$ cat config.mk
export PLATFORM = sky130hd
export DESIGN_NAME = l15_req_arbiter_flat
export DESIGN_NICKNAME = d
export VERILOG_FILES = /design/src/rtl/l15_req_arbiter_if.sv /design/src/rtl/l15_req_arbiter.sv /design/src/flat_wrapper.sv
export SDC_FILE = /design/constraint.sdc
export NUM_CORES = 1
export LEC_CHECK = 0
export BUFFER_PORTS_ARGS = -buffer_cell sky130_fd_sc_hd__buf_2
export CORE_AREA = 2 2 206 208
export DETAILED_ROUTE_END_ITERATION = 16
export DIE_AREA = 0 0 208 210
export HOLD_SLACK_MARGIN = 0.1
export SLEW_MARGIN = 20
export SYNTH_ARGS = -nofsm -noshare
export SYNTH_HDL_FRONTEND = slang
export SYNTH_SLANG_ARGS = --single-unit
$ cat constraint.sdc
create_clock -name clk_i -period 8.4 [get_ports clk_i]
set_input_delay 1.26 -clock clk_i [delete_from_list [all_inputs] [get_ports clk_i]]
set_output_delay 1.26 -clock clk_i [all_outputs]
set_load 0.02 [all_outputs]
$ cat src/rtl/l15_req_arbiter_if.sv
// Request-side bundle between the cache requesters and the L1.5 arbiter.
// The slave modport is the arbiter's view; the master modport is the requester/L1.5 side.
interface l15_req_arbiter_if #(
    parameter int NR_REQ    = 3,
    parameter int PAYLOAD_W = 128,
    parameter int SRC_W     = (NR_REQ > 1) ? $clog2(NR_REQ) : 1
);
    logic [NR_REQ-1:0]           req_valid_i;
    logic [NR_REQ-1:0]           req_ready_o;
    logic [NR_REQ-1:0]           req_store_i;
    logic [NR_REQ*PAYLOAD_W-1:0] req_payload_i;
    logic                        l15_valid_o;
    logic                        l15_ready_i;
    logic [PAYLOAD_W-1:0]        l15_payload_o;
    logic [SRC_W-1:0]            l15_src_o;
    logic                        l15_store_o;
    logic                        store_ack_i;
    logic [3:0]                  stores_out_o;
    logic                        ack_err_o;

    modport master (
        output req_valid_i, req_store_i, req_payload_i, l15_ready_i, store_ack_i,
        input  req_ready_o, l15_valid_o, l15_payload_o, l15_src_o, l15_store_o,
               stores_out_o, ack_err_o
    );

    modport slave (
        input  req_valid_i, req_store_i, req_payload_i, l15_ready_i, store_ack_i,
        output req_ready_o, l15_valid_o, l15_payload_o, l15_src_o, l15_store_o,
               stores_out_o, ack_err_o
    );
endinterface

$ cat src/rtl/l15_req_arbiter.sv
// Arbitrates NR_REQ cache requesters into a one-entry L1.5 request slot with outstanding-store throttling.
// Define L15_ARB_FIXED_PRIO_EN for fixed lowest-index priority; default build is round-robin.
module l15_req_arbiter #(
    parameter int NR_REQ         = 3,
    parameter int PAYLOAD_W      = 128,
    parameter int MAX_OUT_STORES = 7
) (
    input logic              clk_i,
    input logic              rst_i,
    l15_req_arbiter_if.slave bus
);
    localparam int SRC_W = (NR_REQ > 1) ? $clog2(NR_REQ) : 1;

    logic [NR_REQ-1:0]    eligible;
    logic                 slot_free;
    logic                 ack_valid;
    logic                 budget_ok;
    logic                 grant;
    logic                 win_store;
    logic [3:0]           stores_after_ack;
    logic [SRC_W-1:0]     winner;
    logic [PAYLOAD_W-1:0] win_payload;

    logic                 slot_valid;
    logic                 slot_store;
    logic [PAYLOAD_W-1:0] slot_payload;
    logic [SRC_W-1:0]     slot_src;
    logic [3:0]           stores_out;
    logic                 ack_err;

    // An ack arriving at the limit frees budget for a store granted in the same cycle.
    assign slot_free        = !slot_valid || bus.l15_ready_i;
    assign ack_valid        = bus.store_ack_i && (stores_out != 4'd0);
    assign stores_after_ack = stores_out - {3'b000, ack_valid};
    assign budget_ok        = stores_after_ack < 4'(MAX_OUT_STORES);
    assign eligible         = bus.req_valid_i & (~bus.req_store_i | {NR_REQ{budget_ok}});
    assign grant            = !rst_i && slot_free && (|eligible);

`ifdef L15_ARB_FIXED_PRIO_EN
    always_comb begin
        winner = '0;
        for (int j = NR_REQ - 1; j >= 0; j--) begin
            if (eligible[j]) winner = SRC_W'(j);
        end
    end
`else
    logic [SRC_W-1:0] rr_ptr;
    logic             found;

    // Two passes: indices above the last winner first, then wrap to the rest.
    always_comb begin
        winner = '0;
        found  = 1'b0;
        for (int j = 0; j < NR_REQ; j++) begin
            if (!found && eligible[j] && (SRC_W'(j) > rr_ptr)) begin
                found  = 1'b1;
                winner = SRC_W'(j);
            end
        end
        for (int j = 0; j < NR_REQ; j++) begin
            if (!found && eligible[j] && (SRC_W'(j) <= rr_ptr)) begin
                found  = 1'b1;
                winner = SRC_W'(j);
            end
        end
    end

    always_ff @(posedge clk_i) begin
        if (rst_i) begin
            rr_ptr <= SRC_W'(NR_REQ - 1);
        end else if (grant) begin
            rr_ptr <= winner;
        end
    end
`endif

    always_comb begin
        win_payload     = '0;
        win_store       = 1'b0;
        bus.req_ready_o = '0;
        for (int j = 0; j < NR_REQ; j++) begin
            if (winner == SRC_W'(j)) begin
                win_payload        = bus.req_payload_i[j*PAYLOAD_W +: PAYLOAD_W];
                win_store          = bus.req_store_i[j];
                bus.req_ready_o[j] = grant;
            end
        end
    end

    always_ff @(posedge clk_i) begin
        if (rst_i) begin
            slot_valid   <= 1'b0;
            slot_store   <= 1'b0;
            slot_payload <= '0;
            slot_src     <= '0;
            stores_out   <= 4'd0;
            ack_err      <= 1'b0;
        end else begin
            if (grant) begin
                slot_valid   <= 1'b1;
                slot_payload <= win_payload;
                slot_src     <= winner;
                slot_store   <= win_store;
            end else if (bus.l15_ready_i) begin
                slot_valid <= 1'b0;
            end
            stores_out <= stores_after_ack + {3'b000, grant && win_store};
            if (bus.store_ack_i && (stores_out == 4'd0)) begin
                ack_err <= 1'b1;
            end
        end
    end

    assign bus.l15_valid_o   = slot_valid;
    assign bus.l15_payload_o = slot_payload;
    assign bus.l15_src_o     = slot_src;
    assign bus.l15_store_o   = slot_store;
    assign bus.stores_out_o  = stores_out;
    assign bus.ack_err_o     = ack_err;
endmodule
$ cat src/flat_wrapper.sv
// flat-port wrapper written by rule: the top's interface ports become plain ports
module l15_req_arbiter_flat 
#(
    parameter int NR_REQ         = 3,
    parameter int PAYLOAD_W      = 128,
    parameter int MAX_OUT_STORES = 7
)
  (clk_i, rst_i, bus_req_valid_i, bus_req_store_i, bus_req_payload_i, bus_l15_ready_i, bus_store_ack_i, bus_req_ready_o, bus_l15_valid_o, bus_l15_payload_o, bus_l15_src_o, bus_l15_store_o, bus_stores_out_o, bus_ack_err_o);
  l15_req_arbiter_if #(.NR_REQ(NR_REQ), .PAYLOAD_W(PAYLOAD_W)) bus_i ();
  input logic clk_i;
  input logic rst_i;
  input wire logic [$bits(bus_i.req_valid_i)-1:0] bus_req_valid_i;
  input wire logic [$bits(bus_i.req_store_i)-1:0] bus_req_store_i;
  input wire logic [$bits(bus_i.req_payload_i)-1:0] bus_req_payload_i;
  input wire logic [$bits(bus_i.l15_ready_i)-1:0] bus_l15_ready_i;
  input wire logic [$bits(bus_i.store_ack_i)-1:0] bus_store_ack_i;
  output wire logic [$bits(bus_i.req_ready_o)-1:0] bus_req_ready_o;
  output wire logic [$bits(bus_i.l15_valid_o)-1:0] bus_l15_valid_o;
  output wire logic [$bits(bus_i.l15_payload_o)-1:0] bus_l15_payload_o;
  output wire logic [$bits(bus_i.l15_src_o)-1:0] bus_l15_src_o;
  output wire logic [$bits(bus_i.l15_store_o)-1:0] bus_l15_store_o;
  output wire logic [$bits(bus_i.stores_out_o)-1:0] bus_stores_out_o;
  output wire logic [$bits(bus_i.ack_err_o)-1:0] bus_ack_err_o;
  assign bus_i.req_valid_i = bus_req_valid_i;
  assign bus_i.req_store_i = bus_req_store_i;
  assign bus_i.req_payload_i = bus_req_payload_i;
  assign bus_i.l15_ready_i = bus_l15_ready_i;
  assign bus_i.store_ack_i = bus_store_ack_i;
  assign bus_req_ready_o = bus_i.req_ready_o;
  assign bus_l15_valid_o = bus_i.l15_valid_o;
  assign bus_l15_payload_o = bus_i.l15_payload_o;
  assign bus_l15_src_o = bus_i.l15_src_o;
  assign bus_l15_store_o = bus_i.l15_store_o;
  assign bus_stores_out_o = bus_i.stores_out_o;
  assign bus_ack_err_o = bus_i.ack_err_o;
  l15_req_arbiter #(.NR_REQ(NR_REQ), .PAYLOAD_W(PAYLOAD_W), .MAX_OUT_STORES(MAX_OUT_STORES)) u_core (.clk_i(clk_i), .rst_i(rst_i), .bus(bus_i));
endmodule
# Word level (Yosys, flattened, before mapping)
# Index checks and enable logic that the tools add are counted.
[word_totals] mem_count=0 input_bits=394 rom_bits=0 latchBits=0 word_cells=71 output_inout_bits=140 register_bits=139 ram_bits=0
[op_classes] div=0 eq_ne=2 multipliers=0 muxes=21 magnitude_cmp=7 reduce_logical=29 addsub=2 n_bitwise=3 shifts=0
[op_table] cell="128-bit 2-to-1 mux" n=3
[op_table] cell="1-bit logical AND" n=16
[op_table] cell="1-bit 2-to-1 mux" n=14
[op_table] cell="2-bit 2-to-1 mux" n=4
[op_table] cell="1-bit logical NOT" n=7
[op_table] cell="4-bit by 1-bit adder with 4-bit output" n=1
[op_table] cell="1-bit by 2-bit greater-than comparator with 1-bit output (first input constant)" n=2
[op_table] cell="1-bit by 2-bit <= comparator with 1-bit output (first input constant)" n=2
[op_table] cell="4-bit logical NOT" n=1
[op_table] cell="4-bit by 3-bit < comparator with 1-bit output (second input constant)" n=1
[op_table] cell="4-bit nonzero test" n=1
[op_table] cell="4-bit by 1-bit subtractor with 4-bit output" n=1
[op_table] cell="3-bit bitwise AND" n=1
[op_table] cell="3-bit inverter" n=1
[op_table] cell="3-bit OR" n=1
[op_table] cell="3-bit OR reduction" n=1
[op_table] cell="2-bit by 1-bit == test with 1-bit output (second input constant)" n=1
[op_table] cell="2-bit == test (second input constant)" n=1
[op_table] cell="2-bit greater-than comparator (first input constant)" n=1
[op_table] cell="2-bit <= comparator (first input constant)" n=1
[op_table] cell="2-bit logical NOT" n=1
[op_table] cell="2-bit nonzero test" n=1
[op_table] cell="1-bit logical OR" n=1

# Logic depth before layout (Yosys ltp)
# Gate-level depths: netlist (run 1).
[depth] depth_word=34 mapped_depth=18 depth_no_buf=14

# Least setup slack after synthesis (run 1)
# Ideal clock, no wire load.
[synth_timing] kind="in2out" startpoint="in bus_store_ack_i" endpoint="out bus_req_ready_o[0]" path_buffers=3 cell_stages=11 arrival_ps=3269 path_slack_ps=3871 required_ps=7140 path_cell_list="nor2b_1 -> ha_1 -> ha_1 -> nor2_1 -> a31o_2 -> or2_1 -> buf_2 -> a21oi_1 -> nor3_1 -> buf_2 -> buf_1"
[synth_between] elab_chain_cells=29 word_cells_on_any_way=35 classes_between="1 x add/sub; 1 x order compare; 11 x mux; 2 x bitwise; 20 x reduce/logical"
[synth_rtl] element="start: declaration" line="flat_wrapper.sv:16" text="input wire logic [$bits(bus_i.store_ack_i)-1:0] bus_store_ack_i;"
[synth_rtl] element="1-bit logical AND *" line="l15_req_arbiter.sv:33" text="assign ack_valid = bus.store_ack_i && (stores_out != 4'd0);"
[synth_rtl] element="4-bit by 1-bit subtractor with 4-bit output *" line="l15_req_arbiter.sv:34" text="assign stores_after_ack = stores_out - {3'b000, ack_valid};"
[synth_rtl] element="4-bit by 3-bit < comparator with 1-bit output *" line="l15_req_arbiter.sv:35" text="assign budget_ok = stores_after_ack < 4'(MAX_OUT_STORES);"
[synth_rtl] element="3-bit OR *" line="l15_req_arbiter.sv:36" text="assign eligible = bus.req_valid_i & (~bus.req_store_i | {NR_REQ{budget_ok}});"
[synth_rtl] element="3-bit bitwise AND *" line="l15_req_arbiter.sv:36"
[synth_rtl] element="1-bit logical AND" line="l15_req_arbiter.sv:55" text="if (!found && eligible[j] && (SRC_W'(j) > rr_ptr)) begin"
[synth_rtl] element="1-bit 2-to-1 mux" line="l15_req_arbiter.sv:55"
[synth_rtl] element="1-bit logical NOT" line="l15_req_arbiter.sv:55"
[synth_rtl] element="[11 not listed]"
[synth_rtl] element="1-bit logical NOT" line="l15_req_arbiter.sv:61" text="if (!found && eligible[j] && (SRC_W'(j) <= rr_ptr)) begin"
[synth_rtl] element="1-bit logical AND (2 in a row)" line="l15_req_arbiter.sv:61"
[synth_rtl] element="1-bit 2-to-1 mux" line="l15_req_arbiter.sv:61"
[synth_rtl] element="1-bit logical NOT" line="l15_req_arbiter.sv:61"
[synth_rtl] element="1-bit logical AND (2 in a row)" line="l15_req_arbiter.sv:61"
[synth_rtl] element="2-bit 2-to-1 mux" line="l15_req_arbiter.sv:61"
[synth_rtl] element="2-bit logical NOT" line="l15_req_arbiter.sv:82" text="if (winner == SRC_W'(j)) begin"
[synth_rtl] element="1-bit 2-to-1 mux *" line="l15_req_arbiter.sv:82"
[synth_rtl] element="end: declaration" line="flat_wrapper.sv:17" text="output wire logic [$bits(bus_i.req_ready_o)-1:0] bus_req_ready_o;"
# Mark *: on every way between the ends. The rest lies on a longest branch, timed or not.

# Worst setup path after layout (run 1)
# Same ends and word-level chain as after synthesis.

==> impl_metrics.csv, run 1 <==
group,metric,value,unit
placement,numPortBuffers,533,
synthesis,syn_inst,727,
placement,hpwl,23300,µm
drt,wirelength,31000,µm
cells_and_area,regArea,2760,µm²
timing,layout_min_cycle_time,5.28,ns
clock_network,h-tree-depth,4,
power,p_clk_frac,0.233,
critical_path,critPathLaunchType,"input pin",
floorplanning,die_y,210,µm
synthesis,yosysMostFrequentCell,"dfxtp_1",
synthesis,synth_seq_cells,138,
critical_path,cpMaxStageDelayCell,"buf_4",
clock_network,clockBufferDepth,2,
drt,route.detailed.drc,0,
global_routing,grt_pass1_vias,8241,
floorplanning,io_pins,534,
cells_and_area,multi_input_area,3690,µm²
synthesis,synthTopCellsByCount,"dfxtp_1 (138), a21oi_1 (104), a221oi_1 (99), o2bb2ai_1 (99), clkbuf_1 (48)",
timing,finalCritPeriodShare,0.629,
synthesis,synthFlopType,"dfxtp_1",
timing,fmax,0.189,GHz
critical_path,end_kind,"output pin",
drt,antenna_left,0,
global_routing,grt_pass1_wl,46300,µm
floorplanning,die_w,208,µm
drt,vias,8307,
floorplanning,dieArea,43700,µm²
cells_and_area,drive_gt1_frac,0.483,
cells_and_area,finalNetCount,1600,
placement,gp_congestion,0.811,
drt,drtIter0Drc,600,
clock_network,cts_tree,"yes",
synthesis,synth_top_area_frac,0.402,
floorplanning,design.core.area,41500,µm²
drt,via_per_inst,4.73,
timing,layout_setup_ws,3.12,ns
placement,dp_slack,3.14,ns
synthesis,synth_cell_type_count,42,
floorplanning,initial_utilization,0.166,
clock_network,cts_setup_buffers,0,
synthesis,synth-async-reset-ratio,0,
clock_network,cts.clk_slew.worst_paths,0.06,ns
synthesis,synth_top_area_cell,"dfxtp_1",
power,peakVddDrop,0.126,mV
clock_network,holdBufCountCts,0,
critical_path,slowest_delay,0.56,ns
synthesis,synth_area,6870,µm²
synthesis,synth_nets,1125,
global_routing,antenna_found_initial,3,
timing,worst_clock_skew,0.00877,ns
floorplanning,rows,75,
cells_and_area,synthToLayoutAreaGrowth,53.1,%
clock_network,numCtsBuffers,17,
critical_path,crit_fanout,50,
timing,relSlewSlack,0.244,
drt,drtPass1Iterations,5,
job,drv_cap,0,
clock_network,clock_latency,0.46,ns
power,p_switching,0.00143,W
power,pwr-share-seq,0.310,
worst_hold_path,hold_class,"flop to flop",
critical_path,path_cells,"buf_2, nor2b_1, ha_1, ha_1, nor2_1, a31o_2, or2_1, a21oi_1, nor3_2, buf_4, buf_2",
clock_network,cts-root-buf,"clkbuf_16",
power,p_leak,4.72,nW
synthesis,yosys_warnings,0,
global_routing,use_met1,0.156,
critical_path,arrival,4.02,ns
synthesis,postSynthAreaPerCell,9.45,µm²
synthesis,yosysSeqAreaShare,0.402,
global_routing,met2_usage,0.235,
global_routing,use_met3,0.0477,
power,sw_frac_of_total,0.427,
timing,rsz0062_at_grt,"no",
timing,tightest_slew,1.13,ns
clock_network,clock_sink_count,138,
global_routing,busiest_layer,"met2",
timing,fin_tns_setup,0,ns
critical_path,r2r_cells,12,
global_routing,grtUsageTotal,0.138,
cells_and_area,fin_util,0.254,
cells_and_area,fillers,4504,
power,p_int,0.00192,W
global_routing,grt_max_degree,71,
power,comb_power_share,0.457,
power,power.density,319,nW/µm²
global_routing,overflow,0,
synthesis,synthTopCellsByArea,"dfxtp_1 (40%), a221oi_1 (13%), o2bb2ai_1 (13%), a21oi_1 (7.6%), a32o_1 (4.2%)",
critical_path,critPathKind,"input pin to output pin",
clock_network,cts_resized,0,
critical_path,required,7.14,ns
synthesis,synth-edff-count,0,
drt,routedWlPerCell,17.7,µm
worst_hold_path,holdPathStages,1,
timing,slew_viol_final,0,
status,status,"finished clean",
timing,setup_viol,0,
timing,hold_viol_final,0,
critical path, delay by kind of cell:
| family | cells | cell delay (ns) |
|---|---|---|
| AO/OA/AOI/OAI | 2 | 0.36 |
| adder cells (fa/ha/maj) | 2 | 0.50 |
| buffers and inverters | 3 | 0.95 |
| AND/OR/NAND/NOR | 4 | 0.91 |
state kept, by name, indices dropped and copies added (netlist names):
name / count
u_core.bus.ack_err_o: 1
u_core.bus.l15_payload_o: 128
u_core.bus.l15_src_o: 2
u_core.bus.l15_store_o: 1
u_core.bus.l15_valid_o: 1
u_core.bus.stores_out_o: 4
u_core.rr_ptr: 1
final timing paths:
path,start,end,slack (ns)
setup reg to reg,u_core.bus.stores_out_o[3],u_core.bus.l15_payload_o[31],4.24
setup / recovery,bus_store_ack_i,bus_req_ready_o[0],3.12
hold / removal,u_core.bus.l15_payload_o[84],u_core.bus.l15_payload_o[84],0.46
hold reg to reg,u_core.bus.l15_payload_o[84],u_core.bus.l15_payload_o[84],0.46
kinds of logic (layout without fill, tap and decap cells):
logic type,count (synthesis),count (layout),synth area share
multiplexers,3,3,0.00473
AO/OA/AOI/OAI,409,409,0.457
buffers and inverters,100,587,0.0663
AND/OR/NAND/NOR,69,69,0.0566
XOR/XNOR,4,4,0.00619
flip-flops,138,138,0.402
adder cells (fa/ha/maj),4,4,0.00728
other,0,2,0
per-layer routing:
metal  vias up  routed length (µm)
li1       3867                   -
met1      3966               11900
met2       429               15400
met3        43                2720
met4         2                 953
met5         -                  12
cell type report:
type / instances / share of cell area
diodes: 2 / 0.000476
clock buffers: 20 / 0.0424
clock inverters: 11 / 0.0139
inverters: 11 / 0.00404
multi-input cells: 489 / 0.350
flip-flops and latches: 138 / 0.263
well taps: 539 / 0.0641
repair buffers: 545 / 0.262
power by group through the flow:
stage | clock network (W) | registers [W] | logic [W]
floorplan | 0 | 0.00131 | 0.000719
global placement | 0 | 0.00104 | 0.00152
detailed placement | 0 | 0.00105 | 0.00155
CTS | 0.000826 | 0.00104 | 0.00155
global route | 0.000845 | 0.00106 | 0.00166
finish | 0.000782 | 0.00104 | 0.00153
stage by stage:
step / power [W] / hold WS [ns] / instances / area [µm²]
global route: 0.00357 / 0.478 / 1755 / 10500
global placement: 0.00256 / 0.444 / 1722 / 9930
detailed placement: 0.00260 / 0.448 / 1722 / 9930
CTS: 0.00341 / 0.463 / 1753 / 10500
finish: 0.00335 / 0.460 / 1755 / 10500
floorplan: 0.00203 / 0.533 / 727 / 6870
placed cells by master, fill, tap and decap left out, types with 4 or more instances in the layout:
master     netlist  final
a21o_1          31     30
a21oi_1        104    104
a221oi_1        99     99
a32o_1          29     29
buf_2           19    533
buf_4           15     12
clkbuf_16        0     17
clkinv_2         0      4
dfxtp_1        138    138
ha_1             4      4
inv_1           11     10
nand2_1          7      7
nand2b_1        33     33
nand3_1          6      6
nor2_1          11     10
o21a_1          30     30
o2bb2ai_1       99     99
(Power assumes the default switching activity.)
==> run 2, diff against run 1 <==
ABC_AREA = 1   (was unset)
CORE_AREA = 2 2 211 213   (was 2 2 206 208)
DIE_AREA = 0 0 213 215   (was 0 0 208 210)
clock period = 5.14 ns   (was 8.4 ns; I/O delays follow)
==> run 2 against run 1 <==
Highest routed layer is now met4; die area rose by 4.8%; clock skew rose by 0.0055 ns; synthesized cell count increased by 59%.
==> impl_metrics.csv, run 2 <==
group,metric,value,unit
placement,numPortBuffers,533,
cells_and_area,finalNetCount,2032,
power,power.density,502,nW/µm²
power,pwr-share-seq,0.282,
synthesis,synth_top_area_cell,"dfxtp_1",
drt,via_per_inst,4.27,
timing,setup_viol,0,
global_routing,grtUsageTotal,0.143,
timing,hold_viol_final,0,
power,p_switching,0.00252,W
worst_hold_path,hold_class,"flop to flop",
clock_network,cts.clk_slew.worst_paths,0.06,ns
clock_network,cts_resized,0,
clock_network,h-tree-depth,4,
placement,dp_slack,1.34,ns
timing,fmax,0.259,GHz
drt,antenna_left,0,
clock_network,clock_sink_count,138,
placement,dpl_cell_area,10300,µm²
synthesis,postSynthAreaPerCell,6.26,µm²
clock_network,clock_latency,0.47,ns
critical_path,path_buf_inv,3,
synthesis,yosys_warnings,0,
status,status,"finished clean",
clock_network,cts_setup_buffers,0,
synthesis,synth_area,7240,µm²
worst_hold_path,holdPathStages,2,
clock_network,holdBufCountCts,0,
critical_path,r2r_cells,20,
critical_path,slowest_delay,0.35,ns
cells_and_area,fin_area,11000,µm²
clock_network,clockBufferDepth,2,
power,p_int,0.00298,W
clock_network,cts_tree,"yes",
critical_path,rrSetupSlack,1.81,ns
timing,slew_viol_final,0,
critical_path,cpMaxStageDelayCell,"dfxtp_1",
drt,route.detailed.drc,0,
floorplanning,design.core.area,43600,µm²
power,sw_frac_of_total,0.458,
drt,routedWlPerCell,15.1,µm
synthesis,synthFlopType,"dfxtp_1",
cells_and_area,drive_gt1_frac,0.356,
power,comb_power_share,0.478,
job,drv_cap,0,
timing,relSlewSlack,0.451,
power,peakVddDrop,0.215,mV
global_routing,grt_max_degree,75,
cells_and_area,final_common_cell,"buf_2",
critical_path,cpLargestDelayFamily,"simple AND/OR/NAND/NOR gates",
global_routing,grt_pass1_vias,9059,
drt,drtIter0Drc,652,
global_routing,antenna_found_initial,4,
floorplanning,rows,77,
synthesis,synth_top_area_frac,0.381,
floorplanning,die_w,213,µm
critical_path,end_kind,"output pin",
timing,fin_tns_setup,0,ns
synthesis,synth_cell_type_count,24,
synthesis,synthTopCellsByArea,"dfxtp_1 (38%), nand2_1 (25%), nand3_1 (9.3%), a21oi_1 (6.1%), a31oi_1 (4.1%)",
floorplanning,io_pins,534,
floorplanning,initial_utilization,0.166,
timing,layout_min_cycle_time,3.87,ns
critical_path,critPathLaunchType,"flop",
drt,drtPass1Iterations,5,
clock_network,cts-root-buf,"clkbuf_16",
synthesis,syn_inst,1156,
critical_path,path_cells,"nor2_2, a31oi_1, ha_1, ha_1, inv_1, nand4_1, nand2_2, nand2_1, nand3_2, nand3_1, nand2_4, nor2_4, nand2_1, inv_1, buf_2",
cells_and_area,final_cell_mix,"buf_2 (533), nand2_1 (473), dfxtp_1 (138)",
timing,worst_clock_skew,0.0142,ns
global_routing,overflow,0,
critical_path,crit_fanout,34,
synthesis,synth_nets,1554,
timing,rsz0062_at_grt,"no",
synthesis,yosysMostFrequentCell,"nand2_1",
critical_path,r2r_end,"u_core.bus.stores_out_o[2]",
floorplanning,dieArea,45800,µm²
clock_network,numCtsBuffers,17,
worst_hold_path,whs_endpoint,"u_core.bus.ack_err_o",
critical_path,r2r_start,"u_core.bus.stores_out_o[1]",
drt,vias,9569,
worst_hold_path,min_from,"u_core.bus.ack_err_o",
power,power,0.00550,W
timing,tightest_slew,0.824,ns
placement,hpwl,25400,µm
drt,wirelength,33800,µm
cells_and_area,largest_reg_flops,128,
synthesis,synth_seq_cells,138,
global_routing,grt_pass1_wl,49800,µm
synthesis,synthTopCellsByCount,"nand2_1 (473), dfxtp_1 (138), nand3_1 (134)",
synthesis,yosysSeqAreaShare,0.381,
cells_and_area,synthToLayoutAreaGrowth,51.3,%
critical_path,critPathKind,"flop to output pin",
critical_path,required,4.37,ns
timing,layout_setup_ws,1.27,ns
power,p_leak,5.95,nW
synthesis,synth-async-reset-ratio,0,
critical_path,arrival,3.10,ns
placement,gp_congestion,0.933,
floorplanning,die_y,215,µm
power,p_clk_frac,0.240,
timing,finalCritPeriodShare,0.752,
synthesis,synth-edff-count,0,
[run 2: cell count changes after synthesis, moves of 25 or more]
| cell | previous run | this run |
|---|---|---|
| nor2_1 | 11 | 64 |
| buf_2 | 19 | 44 |
| nand3_1 | 6 | 134 |
| a21o_1 | 31 | 0 |
| a32o_1 | 29 | 0 |
| a221oi_1 | 99 | 0 |
| o21a_1 | 30 | 0 |
| inv_1 | 11 | 58 |
| a31oi_1 | 3 | 47 |
| o2bb2ai_1 | 99 | 0 |
| nand2b_1 | 33 | 0 |
| o21ai_0 | 2 | 43 |
| nand2_1 | 7 | 473 |
[run 2: how the worst max path moves through the flow]
stage / cells past startpoint / to / startpoint
after floorplan: 14 / bus_req_ready_o[1] / bus_store_ack_i
final: 15 / bus_req_ready_o[0] / u_core.bus.stores_out_o[1]
after detailed placement: 16 / bus_req_ready_o[0] / bus_store_ack_i
after global placement: 16 / bus_req_ready_o[0] / bus_store_ack_i
after CTS: 15 / bus_req_ready_o[0] / u_core.bus.stores_out_o[1]
after global routing: 16 / bus_req_ready_o[0] / u_core.bus.stores_out_o[1]
[run 2: power by group through the flow]
| stage | sequential (W) | combinational, W | clock (W) |
|---|---|---|---|
| 2_1_floorplan | 0.00192 | 0.00141 | 0 |
| 3_3_place_gp | 0.00157 | 0.00262 | 0 |
| 3_5_place_dp | 0.00157 | 0.00265 | 0 |
| 4_1_cts | 0.00155 | 0.00266 | 0.00137 |
| 5_1_grt | 0.00158 | 0.00290 | 0.00142 |
| 6_report | 0.00155 | 0.00263 | 0.00132 |
[run 2: kinds of logic (layout without fill, tap and decap cells)]
family                   count (synthesis)  in the layout  synth area share
AO/OA/AOI/OAI                          184            184             0.136
XOR/XNOR                                 1              1           0.00121
adder cells (fa/ha/maj)                  4              4           0.00691
buffers and inverters                  146            637            0.0916
flip-flops                             138            138             0.381
other                                    0              4                 0
AND/OR/NAND/NOR                        683            683             0.383
[run 2: metal layers]
layer	share of wire	track usage	wire length [µm]	vias up
met5	0	0	0	-
met4	0.033	0.0653	1120	0
met3	0.075	0.0419	2520	54
met2	0.48	0.237	16100	443
met1	0.41	0.169	14000	4378
li1	-	-	-	4694
[run 2: layout make-up]
cell class / instances / area [µm²]
Fill cell: 4956 / 32700
Multi-Input combinational cell: 872 / 3830
Timing Repair Buffer: 545 / 2770
Sequential cell: 138 / 2760
Tap cell: 592 / 741
Clock buffer: 20 / 457
Inverter: 60 / 229
Clock inverter: 12 / 161
Antenna cell: 4 / 10.0
[run 2: metrics by stage]
stage | std cells | utilization | hold slack [ns]
after floorplan | 1156 | - | 0.471
after global placement | 2207 | 0.237 | 0.437
after detailed placement | 2207 | 0.237 | 0.440
after CTS | 2239 | 0.251 | 0.450
after global routing | 2241 | 0.251 | 0.467
final | 2243 | 0.251 | 0.448
[run 2: worst register-to-register path: stages, from the launching register on]
cell and delay [ns]:
dfxtp_1 0.35, nor2_2 0.17, a31oi_1 0.11, ha_1 0.23, ha_1 0.29, inv_1 0.09
nand4_1 0.11, nand2_2 0.11, nand2_1 0.06, nand2_1 0.09, nand2_1 0.09, inv_2 0.07
nand2_2 0.06, nand2_4 0.35, nor2_1 0.19, nand2_1 0.11, nand3_1 0.09, ha_1 0.22
ha_1 0.20, xor2_1 0.16, nor2_1 0.05
